### src/rtl/feat_bram_arbiter.sv
// Port-A arbiter for the new-feature BRAM: write priority, read starvation guard,
// read-after-write ordering on a shared address, fixed-latency read return.
module feat_bram_arbiter #(
  parameter int NEW_FEATURE_WIDTH  = 32,
  parameter int NEW_FEATURE_ADDR_W = 16,
  parameter int BRAM_RD_LATENCY    = 2,
  parameter int STARVE_LIMIT       = 8,
  localparam int CNT_W             = $clog2(STARVE_LIMIT + 1)
) (
  input  logic                          clk,
  input  logic                          rst,
  input  logic                          wr_req,
  input  logic [NEW_FEATURE_ADDR_W-1:0] wr_addr,
  input  logic [NEW_FEATURE_WIDTH-1:0]  wr_data,
  output logic                          wr_gnt,
  input  logic                          rd_req,
  input  logic [NEW_FEATURE_ADDR_W-1:0] rd_addr,
  output logic                          rd_gnt,
  output logic [NEW_FEATURE_WIDTH-1:0]  rd_data,
  output logic                          rd_data_vld,
  output logic [NEW_FEATURE_ADDR_W-1:0] bram_addra,
  output logic [NEW_FEATURE_WIDTH-1:0]  bram_dina,
  output logic                          bram_ena,
  output logic                          bram_wea,
  input  logic [NEW_FEATURE_WIDTH-1:0]  bram_douta,
  output logic [CNT_W-1:0]              starve_cnt_o
);

  localparam logic [CNT_W-1:0] LIMIT = CNT_W'(STARVE_LIMIT);

  typedef enum logic {ARB_WR = 1'b0, ARB_RD = 1'b1} arb_state_e;

  arb_state_e                    state_q;
  logic [CNT_W-1:0]              starve_q, starve_d;
  logic                          raw_hit;
  logic [BRAM_RD_LATENCY:0]      vld_pipe_q;
  logic [NEW_FEATURE_WIDTH-1:0]  rd_data_q;
  logic [NEW_FEATURE_ADDR_W-1:0] addra_q;
  logic [NEW_FEATURE_WIDTH-1:0]  dina_q;
  logic                          ena_q, wea_q;

  // A same-address collision always lets the write through first, so the read
  // returns the freshly stored word.
  always_comb begin
    raw_hit = wr_req & rd_req & (wr_addr == rd_addr);
    wr_gnt  = 1'b0;
    rd_gnt  = 1'b0;
    if (!rst) begin
      if (state_q == ARB_WR) begin
        wr_gnt = wr_req;
        rd_gnt = rd_req & ~wr_req;
      end else begin
        rd_gnt = rd_req & ~raw_hit;
        wr_gnt = wr_req & ~rd_gnt;
      end
    end
  end

  always_comb begin
    starve_d = starve_q;
    if (!rd_req || rd_gnt)   starve_d = '0;
    else if (starve_q != LIMIT) starve_d = starve_q + 1'b1;
  end

  always_ff @(posedge clk) begin
    if (rst) begin
      state_q  <= ARB_WR;
      starve_q <= '0;
    end else begin
      starve_q <= starve_d;
      if (state_q == ARB_WR) begin
        if (starve_d == LIMIT) state_q <= ARB_RD;
      end else begin
        // a withdrawn read must not leave the arbiter stuck in read priority
        if (rd_gnt || !rd_req) state_q <= ARB_WR;
      end
    end
  end

  always_ff @(posedge clk) begin
    if (rst) begin
      ena_q   <= 1'b0;
      wea_q   <= 1'b0;
      addra_q <= '0;
      dina_q  <= '0;
    end else begin
      ena_q <= wr_gnt | rd_gnt;
      wea_q <= wr_gnt;
      if (wr_gnt) begin
        addra_q <= wr_addr;
        dina_q  <= wr_data;
      end else if (rd_gnt) begin
        addra_q <= rd_addr;
      end
    end
  end

  // Bit k marks a read granted k+1 cycles ago; douta is sampled one stage
  // before the end so data and valid leave together.
  always_ff @(posedge clk) begin
    if (rst) begin
      vld_pipe_q <= '0;
      rd_data_q  <= '0;
    end else begin
      vld_pipe_q <= {vld_pipe_q[BRAM_RD_LATENCY-1:0], rd_gnt};
      if (vld_pipe_q[BRAM_RD_LATENCY-1]) rd_data_q <= bram_douta;
    end
  end

  assign rd_data      = rd_data_q;
  assign rd_data_vld  = vld_pipe_q[BRAM_RD_LATENCY];
  assign bram_addra   = addra_q;
  assign bram_dina    = dina_q;
  assign bram_ena     = ena_q;
  assign bram_wea     = wea_q;
  assign starve_cnt_o = starve_q;

endmodule
### config.mk
export PLATFORM = sky130hd
export DESIGN_NAME = feat_bram_arbiter
export DESIGN_NICKNAME = d
export VERILOG_FILES = /design/src/rtl/feat_bram_arbiter.sv
export SDC_FILE = /design/constraint.sdc
export NUM_CORES = 1
export LEC_CHECK = 0
export ABC_AREA = 1
export ABC_CLOCK_PERIOD_IN_PS = 1600
export BUFFER_PORTS_ARGS = -buffer_cell sky130_fd_sc_hd__buf_2
export CORE_UTILIZATION = 45
export CTS_CLUSTER_SIZE = 16
export DETAILED_ROUTE_END_ITERATION = 12
export PLACE_DENSITY = 0.78
export SETUP_SLACK_MARGIN = 0.1
export SLEW_MARGIN = 20
export SYNTH_ARGS = -nofsm -noshare
export SYNTH_HDL_FRONTEND = slang
export SYNTH_SLANG_ARGS = --single-unit
export TNS_END_PERCENT = 1
### constraint.sdc
create_clock -name clk -period 1.6 [get_ports clk]
set_clock_uncertainty 0.15 [all_clocks]
set_input_delay 0.16 -clock clk [delete_from_list [all_inputs] [get_ports clk]]
set_output_delay 0.16 -clock clk [all_outputs]
set_load 0.02 [all_outputs]
After elaboration in Yosys (flattened, before gate mapping) --
Cells that the tools add are included.
Cells by class: $add $sub $neg 1, equality and inequality tests 3, mux-type cells 11, bitwise logic cells 9, reduce and logical (&&, ||, !) cells 3
Operators with widths (number):
- $mux W16 | 2
- $eq A16 B16 Y1 | 1
- $mux W4 | 2
- $mux W1 | 7
- $and A1 B1 Y1 | 5
- $add A4 B1 Y4 const B | 1
- $eq A4 B4 Y1 const B | 1
- $ne A4 B4 Y1 const B | 1
- $not A1 Y1 | 3
- $reduce_bool A2 Y1 | 1
- $logic_not A1 Y1 | 1
- $logic_or A1 B1 Y1 | 1
- $or A1 B1 Y1 | 1
Word-level totals: flip-flop bits (word level) 90, input port bits 100, output and inout port bits 89, logic and storage cells 35

Logic depth before layout (Yosys ltp) --
Gate-level depths: netlist of the first run.
depth after elaboration 11, depth in mapped cells 16, gate-level depth less buffers 16

Worst setup path before layout of the first run --
No wires, ideal clock.
path type reg2reg, start register starve_q[0], in the netlist starve_cnt_o[0], end register state_q, setup time 0.111 ns, arrival time 1.313 ns, data required time 1.339 ns, slack 0.026 ns, cell stages (with the launch flop) 11, path buffers 0, clock period less this slack 1.574 ns, cells stage by stage dfxtp_1 -> inv_1 -> ha_1 -> nand2_1 -> a21oi_1 -> a21oi_1 -> nand3_1 -> nand2_1 -> nor2_1 -> nor2_1 -> nor2_1
Between the ends: longest elaborated chain between the ends 6, elaborated cells between the ends (all ways) 7, classes of those cells add/sub: 1; eq/ne: 2; mux: 4
RTL lines:
- start, declared | line 34 | logic [CNT_W-1:0] starve_q, starve_d;
- start signal, assigned | line 70 | starve_q <= starve_d;
- $add A4 B1 Y4 or $ne A4 B4 Y1 (tied branches) | line 62 | else if (starve_q != LIMIT) starve_d = starve_q + 1'b1;
- $mux W4 (*) | line 62
- $mux W4 (*) | line 61 | if (!rd_req || rd_gnt) starve_d = '0;
- $eq A4 B4 Y1 (*) | line 72 | if (starve_d == LIMIT) state_q <= ARB_RD;
- $mux W1 (*) | line 72
- $mux W1 (*) | line 71 | if (state_q == ARB_WR) begin
- end signal, assigned | line 67 | state_q <= ARB_WR;
- end signal, assigned | line 72
- end signal, assigned | line 75 | if (rd_gnt || !rd_req) state_q <= ARB_WR;
- end, declared | line 33 | arb_state_e state_q;
Mark *: on every way between the ends. The rest lies on a longest branch, timed or not. A chain may end at the register's enable or synchronous reset.

Worst setup path after layout of the first run --
start input port wr_addr[15], end output port wr_gnt
Between the ends: longest elaborated chain between the ends 8
RTL lines:
- start, declared | line 13 | input logic [NEW_FEATURE_ADDR_W-1:0] wr_addr,
- $eq A16 B16 Y1 | line 45 | raw_hit = wr_req & rd_req & (wr_addr == rd_addr);
- $and A1 B1 Y1 | line 45
- $not A1 Y1 | line 53 | rd_gnt = rd_req & ~raw_hit;
- $and A1 B1 Y1 | line 53
- $not A1 Y1 | line 54 | wr_gnt = wr_req & ~rd_gnt;
- $and A1 B1 Y1 | line 54
- $mux W1 | line 49 | if (state_q == ARB_WR) begin
- $mux W1 | line 48 | if (!rst) begin
- end, declared | line 15 | output logic wr_gnt,
No other way between the ends.

==> results by group, run 1 <==
Setup path
  • CP endpoint kind: output pin
  • Worst-path cell chain: buf_2, inv_1, nand2_1, nand2_1, nor2_1, nand2_1, nor2_2, nand2_2, nand2_2, inv_2, nand2_2, nand2_4, nor2_4, buf_6
  • Slowest stage delay, CP: 0.13 ns
  • Setup crit start kind: input port
  • CP Max Fanout: 4
  • Crit Path Class: input port to output pin
  • Worst EP required: about 1.3 ns
  • Slowest CP cell: nor2_1
  • R2r startpoint: starve_cnt_o[0]
  • Data arrival, critical path: 1.32 ns
  • Worst Setup SP: wr_addr[15]

Yosys
  • Sequential fraction of the synthesis area: roughly 48%
  • Netlist Area Pre-Place: ~0.0037 sq mm
  • Mean Syn Cell Area: approximately 7.0 sq um
  • FF+latch count, synth: 90
  • Number of synthesis warnings: 0
  • Post-synthesis cell count: around 540
  • Synthesized Nets: 637
  • Distinct cell type count after synthesis: 22

Timing
  • Final period util: 102%
  • Final worst slack: -0.0308 ns
  • Worst rel slew slack: just under 80%
  • Slew Limit Fails: 0
  • RSZ-0062 raised after global routing: true
  • Final Hold Viols: 0
  • Sum of negative setup slack: -0.0599 ns
  • Minimum clock period: between 1.5 and 2 ns
  • Slew @ Worst Pin: 0.336 ns
  • Maximum clock rate: ~610 MHz
  • # setup viols final: 2

Clock tree
  • CTS sink cnt: 90
  • Clk buf depth: 2
  • Worst-path clk slew: 0.09 ns
  • Clk Tree Root Cell: clkbuf_8
  • CTS buffer count: 9
  • TritonCTS clock tree: done
  • H-tree lvl count: 3
  • Clock Latency Late Sink: approximately 0.35 ns

Routing
  • Final WL: ~13,000 microns
  • Avg WL per Cell: 14.0 microns
  • DR pass1 iterations: 5
  • Antenna viol nets, final: 0
  • Post-route DRC violation count: 0
  • Drt initial violations: approximately 270
  • DR vias/cell: 4.93
  • DR vias: approximately 4,600

Run status
  • Status: finished with violations
  • Failing checks: negative setup slack

Pwr
  • Pwr Total: between 4 and 5 mW
  • Reg power frac: between 40% and 50%
  • Switching share of total power: approximately 29%
  • Switching power total: about 1.4 mW
  • Clock network power share: ~30%
  • Leak Pwr: about 3.4 nW
  • Pwr Density: just under 800 mW/mm^2
  • Peak supply drop: 0.000705 V
  • Combinational fraction of design power: approximately a fifth
  • Internal power: roughly 3.5 mW

Floorplanning
  • Num ports: roughly 190
  • Starting Density: between 40% and 50%
  • Rows: 32
  • Die X: 93.0 microns
  • Die height: between 90 and 100 microns
  • DIE AREA: between 0.008 and 0.009 sq mm
  • Core area: about 0.008 sq mm

Placement
  • Port bufs: 188
  • Placed cell count: between 800 and 900
  • Detailed placement HPWL: 7910 microns
  • Area of placed instances: around 0.0049 sq mm
  • Placer Congestion: around 0.87

Final layout
  • Filler instances: about 530
  • Final instance area: around 0.0062 sq mm
  • P&R area growth vs syn: 66.3%
  • Most common cell after layout, fill and taps aside: buf_2
  • Area taken by multi-input logic gates: 0.00162 sq mm
  • Layout cell share with drive strength beyond 1: roughly 34%
  • Total Nets Final: just over 900
  • Register area: approximately 0.0018 sq mm
  • Commonest non-fill, non-tap cells in the layout: 169 x buf_2, 140 x nand2_1, 97 x nor2_1
  • Utilization after layout: around four fifths
  • Non-Filler Instances: approximately 940
  • N_diodes: 0

GRT
  • Largest net degree at the start of global routing: 33
  • GRT Util Overall: slightly below 30%
  • First-pass GRT wire length: ~20,000 microns
  • Initial antenna violation count: 0
  • Vias in the first global route: roughly 4,500
  • Gr ovfl total: 0

Job
  • Max-Cap Viols: 0

Worst hold path
  • HP Class: input port to register
  • HP Start: rd_addr[1]
per-stage QoR:
step | setup slack [ns] | hold slack (ns)
final | -0.0308 | 0.0165
after global routing | -0.102 | 0.0346
after CTS | 0.0297 | 0.000449
after detailed placement | -0.240 | 0.242
after global placement | -0.223 | 0.230
after floorplan | 0.131 | 0.145
worst max-delay path: cells and delay by family:
kind	cells	cell delay, ns
simple gates	10	0.82
buf+inv	4	0.33
per-layer routing:
| layer | wire, microns | global-route usage (%) | up-vias |
|---|---|---|---|
| li1 | - | - | 2234 |
| met1 | 5100 | 34.0 | 2155 |
| met2 | 6770 | 54.0 | 194 |
| met3 | 907 | 5.25 | 29 |
| met4 | 287 | 12.2 | 0 |
| met5 | 0 | 0 | - |
timing repair:
action | CTS | global route
resized for setup | 18 | 42
endpoints found under the setup margin | 10 | 52
hold buffers | 79 | 0
pin swaps | 17 | 31
hold endpoints to repair | 76 | 0
setup buffers | 6 | 4
final cells by class:
type / count / area share [%]
tap: 102 / 2.06
clock inverter: 6 / 0.788
sequential: 90 / 29.2
inverter: 58 / 3.68
timing repair buffer: 310 / 35.9
multi-input combinational: 360 / 26.1
clock buffer: 10 / 2.22
final timing paths:
kind	endpoint	slack, ns	cells after the start
setup reg to reg	state_q	0.08	10
hold reg to reg	vld_pipe_q[1]	0.28	2
hold / removal	bram_addra[1]	0.02	5
setup / recovery	wr_gnt	-0.03	14
sequential cells by signal, summed over array words and instances, names as in the netlist:
register      flops
bram_dina        32
bram_addra       16
bram_ena          1
vld_pipe_q        3
rd_data          32
starve_cnt_o      4
state_q           1
bram_wea          1
Yosys cell counts:
master	instances	area share (%)
nor2_1	105	11
ha_1	2	0.67
nand2_2	3	0.50
o21ai_0	42	5.6
inv_1	54	5.4
inv_2	3	0.30
nand4_1	3	0.50
xor2_1	1	0.24
dfxtp_1	90	48
o211ai_1	8	1.6
xnor2_1	1	0.24
clkbuf_1	16	1.6
nand3_1	12	1.6
o21ai_1	3	0.40
buf_1	1	0.10
nor3_1	1	0.13
nand2_1	146	15
nor2_4	1	0.30
a21oi_1	32	4.3
clkinv_2	1	0.13
buf_4	5	1.0
buf_6	5	1.5
kinds of logic (layout without fill, tap and decap cells):
kind of cell,count (synthesis),after routing,synth area share (%)
AOI/OAI and AO/OA,85,85,12.0
xor gates and xnor gates,2,2,0.471
adders and majority gates,2,2,0.672
buffers and inverters,85,384,10.1
DFF,90,90,48.4
and+or+nand+nor,271,271,28.4
power by group through the flow:
stage	clock [mW]	sequential [mW]	combinational, mW
floorplan	0	2.59	0.297
global placement	0	2.45	0.778
detailed placement	0	2.46	0.794
CTS	1.49	2.41	0.973
global route	1.59	2.42	1.13
finish	1.46	2.41	1.05
Power figures use the tool's default switching activity.
==> run 2: changes to the inputs <==
--- a/config.mk
+++ b/config.mk
@@ -13,8 +13,8 @@
 export DETAILED_ROUTE_END_ITERATION = 12
 export PLACE_DENSITY = 0.78
 export SETUP_SLACK_MARGIN = 0.1
+export SKIP_CTS_REPAIR_TIMING = 1
 export SLEW_MARGIN = 20
 export SYNTH_ARGS = -nofsm -noshare
 export SYNTH_HDL_FRONTEND = slang
 export SYNTH_SLANG_ARGS = --single-unit
-export TNS_END_PERCENT = 1
==> results by group, run 2 (synthesized netlist as in run 1, its figures left out) <==
Run status
  • Status: finished with violations
  • Failing checks: negative hold slack, negative setup slack

Timing
  • RSZ-0062 raised after global routing: true
  • Maximum clock rate: between 500 and 600 MHz
  • Final Hold Viols: 4
  • Minimum clock period: roughly 1.7 ns
  • Hold WS: -0.0527 ns
  • Sum of negative setup slack: -0.0779 ns
  • Slew @ Worst Pin: around 0.34 ns
  • Final worst slack: -0.0779 ns
  • # setup viols final: 1
  • Final period util: 105%
  • Worst rel slew slack: 77.3%
  • Slew Limit Fails: 0

Routing
  • DR vias: between 4,000 and 5,000
  • Post-route DRC violation count: 0
  • Drt initial violations: around 240
  • DR pass1 iterations: 4
  • Final WL: 13,100 microns
  • Antenna viol nets, final: 0
  • DR vias/cell: about 4.9
  • Avg WL per Cell: ~14 microns

Setup path
  • Worst EP required: 1.29 ns
  • Setup crit start kind: input port
  • CP endpoint kind: output pin
  • Cell repeated most along the worst path: nand2_1
  • CP delay by family, top: simple AND/OR/NAND/NOR gates
  • Crit path buf inv count: 4
  • Worst-path cell chain: buf_2, inv_1, nand2_1, nand2_1, nor2_1, nand2_1, nor2_1, nand2_1, nand2_2, inv_2, nand2_2, nand2_4, nor2_4, buf_6
  • Crit Path Class: input port to output pin
  • Data arrival, critical path: around 1.4 ns
  • Slowest stage delay, CP: between 0.15 and 0.2 ns
  • CP Max Fanout: 5
  • Slowest CP cell: nor2_4

Job
  • Max-Cap Viols: 0

GRT
  • GRT Util Overall: 24.3%
  • First-pass GRT wire length: 16,900 microns
  • Initial antenna violation count: 0
  • Gr ovfl total: 0
  • Largest net degree at the start of global routing: 33
  • Vias in the first global route: slightly below 4,000

Final layout
  • Commonest non-fill, non-tap cells in the layout: 168 x buf_2, 135 x nand2_1, 96 x nor2_1
  • P&R area growth vs syn: 65.0%
  • Total Nets Final: about 900
  • Filler instances: 544
  • Layout cell share with drive strength beyond 1: a little over a third
  • N_diodes: 0
  • Most common cell after layout, fill and taps aside: buf_2

Clock tree
  • Clk Tree Root Cell: clkbuf_8
  • CTS sink cnt: 90
  • Clk buf depth: 2
  • Clock Latency Late Sink: ~0.34 ns
  • CTS buffer count: 9
  • H-tree lvl count: 3
  • TritonCTS clock tree: done
  • Worst-path clk slew: roughly 0.1 ns

Pwr
  • Leak Pwr: approximately 3.3 nW
  • Pwr Density: 799 mW/mm^2
  • Peak supply drop: approximately 0.0007 V

Floorplanning
  • Starting Density: 47.4%
  • Core area: just under 0.008 sq mm
  • Die height: 93.0 microns
  • Num ports: approximately 190
  • Die X: between 90 and 100 microns
  • Rows: 32
  • DIE AREA: roughly 0.0086 sq mm

Placement
  • Detailed placement HPWL: between 7000 and 8000 microns
  • Placer Congestion: ~0.87
  • Setup WS pre-CTS: -0.240 ns
  • Port bufs: 188

Worst hold path
  • HP Class: input port to register
run 2: stage by stage:
stage                     instances  cell area [sq um]  hold slack, ns  utilization, %  power, mW
after detailed placement        832               4930           0.242            62.8       3.25
after global routing            930               6140         0.00540            78.3       5.11
after CTS                       848               5110          -0.130            65.2       4.70
after global placement          832               4930           0.230            62.8       3.23
final                           930               6140         -0.0527            78.3       4.91
after floorplan                 535               3720           0.145               -       2.88
run 2: path summary, 6_finish.rpt:
kind | end | slack [ns] | start | cells past startpoint
max reg2reg | state_q | 0.08 | starve_cnt_o[0] | 10
max | wr_gnt | -0.08 | rd_addr[1] | 14
min | bram_addra[10] | -0.05 | wr_addr[10] | 5
min reg2reg | vld_pipe_q[1] | 0.28 | vld_pipe_q[0] | 2
run 2: cell type report:
cell class / count / area (sq um) / area share [%]
repair buffers: 304 / 2160 / 35.2
flip-flops and latches: 90 / 1810 / 29.5
multi-input cells: 360 / 1630 / 26.6
inverters: 58 / 226 / 3.69
clock buffers: 10 / 138 / 2.24
well taps: 102 / 128 / 2.08
clock inverters: 6 / 48.8 / 0.794
run 2: worst reg2reg max path: stages, from the launching register on:
cell and delay, ns:
dfxtp_4 0.38, inv_2 0.04, ha_4 0.15, nand2_2 0.08, a21oi_1 0.07, a21oi_1 0.20
nand3_1 0.10, nand2_1 0.06, nor2_1 0.04, nor2_1 0.10, nor2_1 0.05
run 2: where the power goes:
group	internal, mW	total, mW	switching [mW]
Combinational	0.494	1.04	0.545
Sequential	2.35	2.41	0.0617
Clock	0.624	1.46	0.836
Total	3.47	4.91	1.44
run 2: routing by layer:
metal,vias to the layer above,track usage [%],routed length [microns]
met5,-,0,0
met4,0,9.10,308
met3,31,4.84,844
met2,199,42.3,6830
met1,2134,29.2,5140
li1,2225,-,-
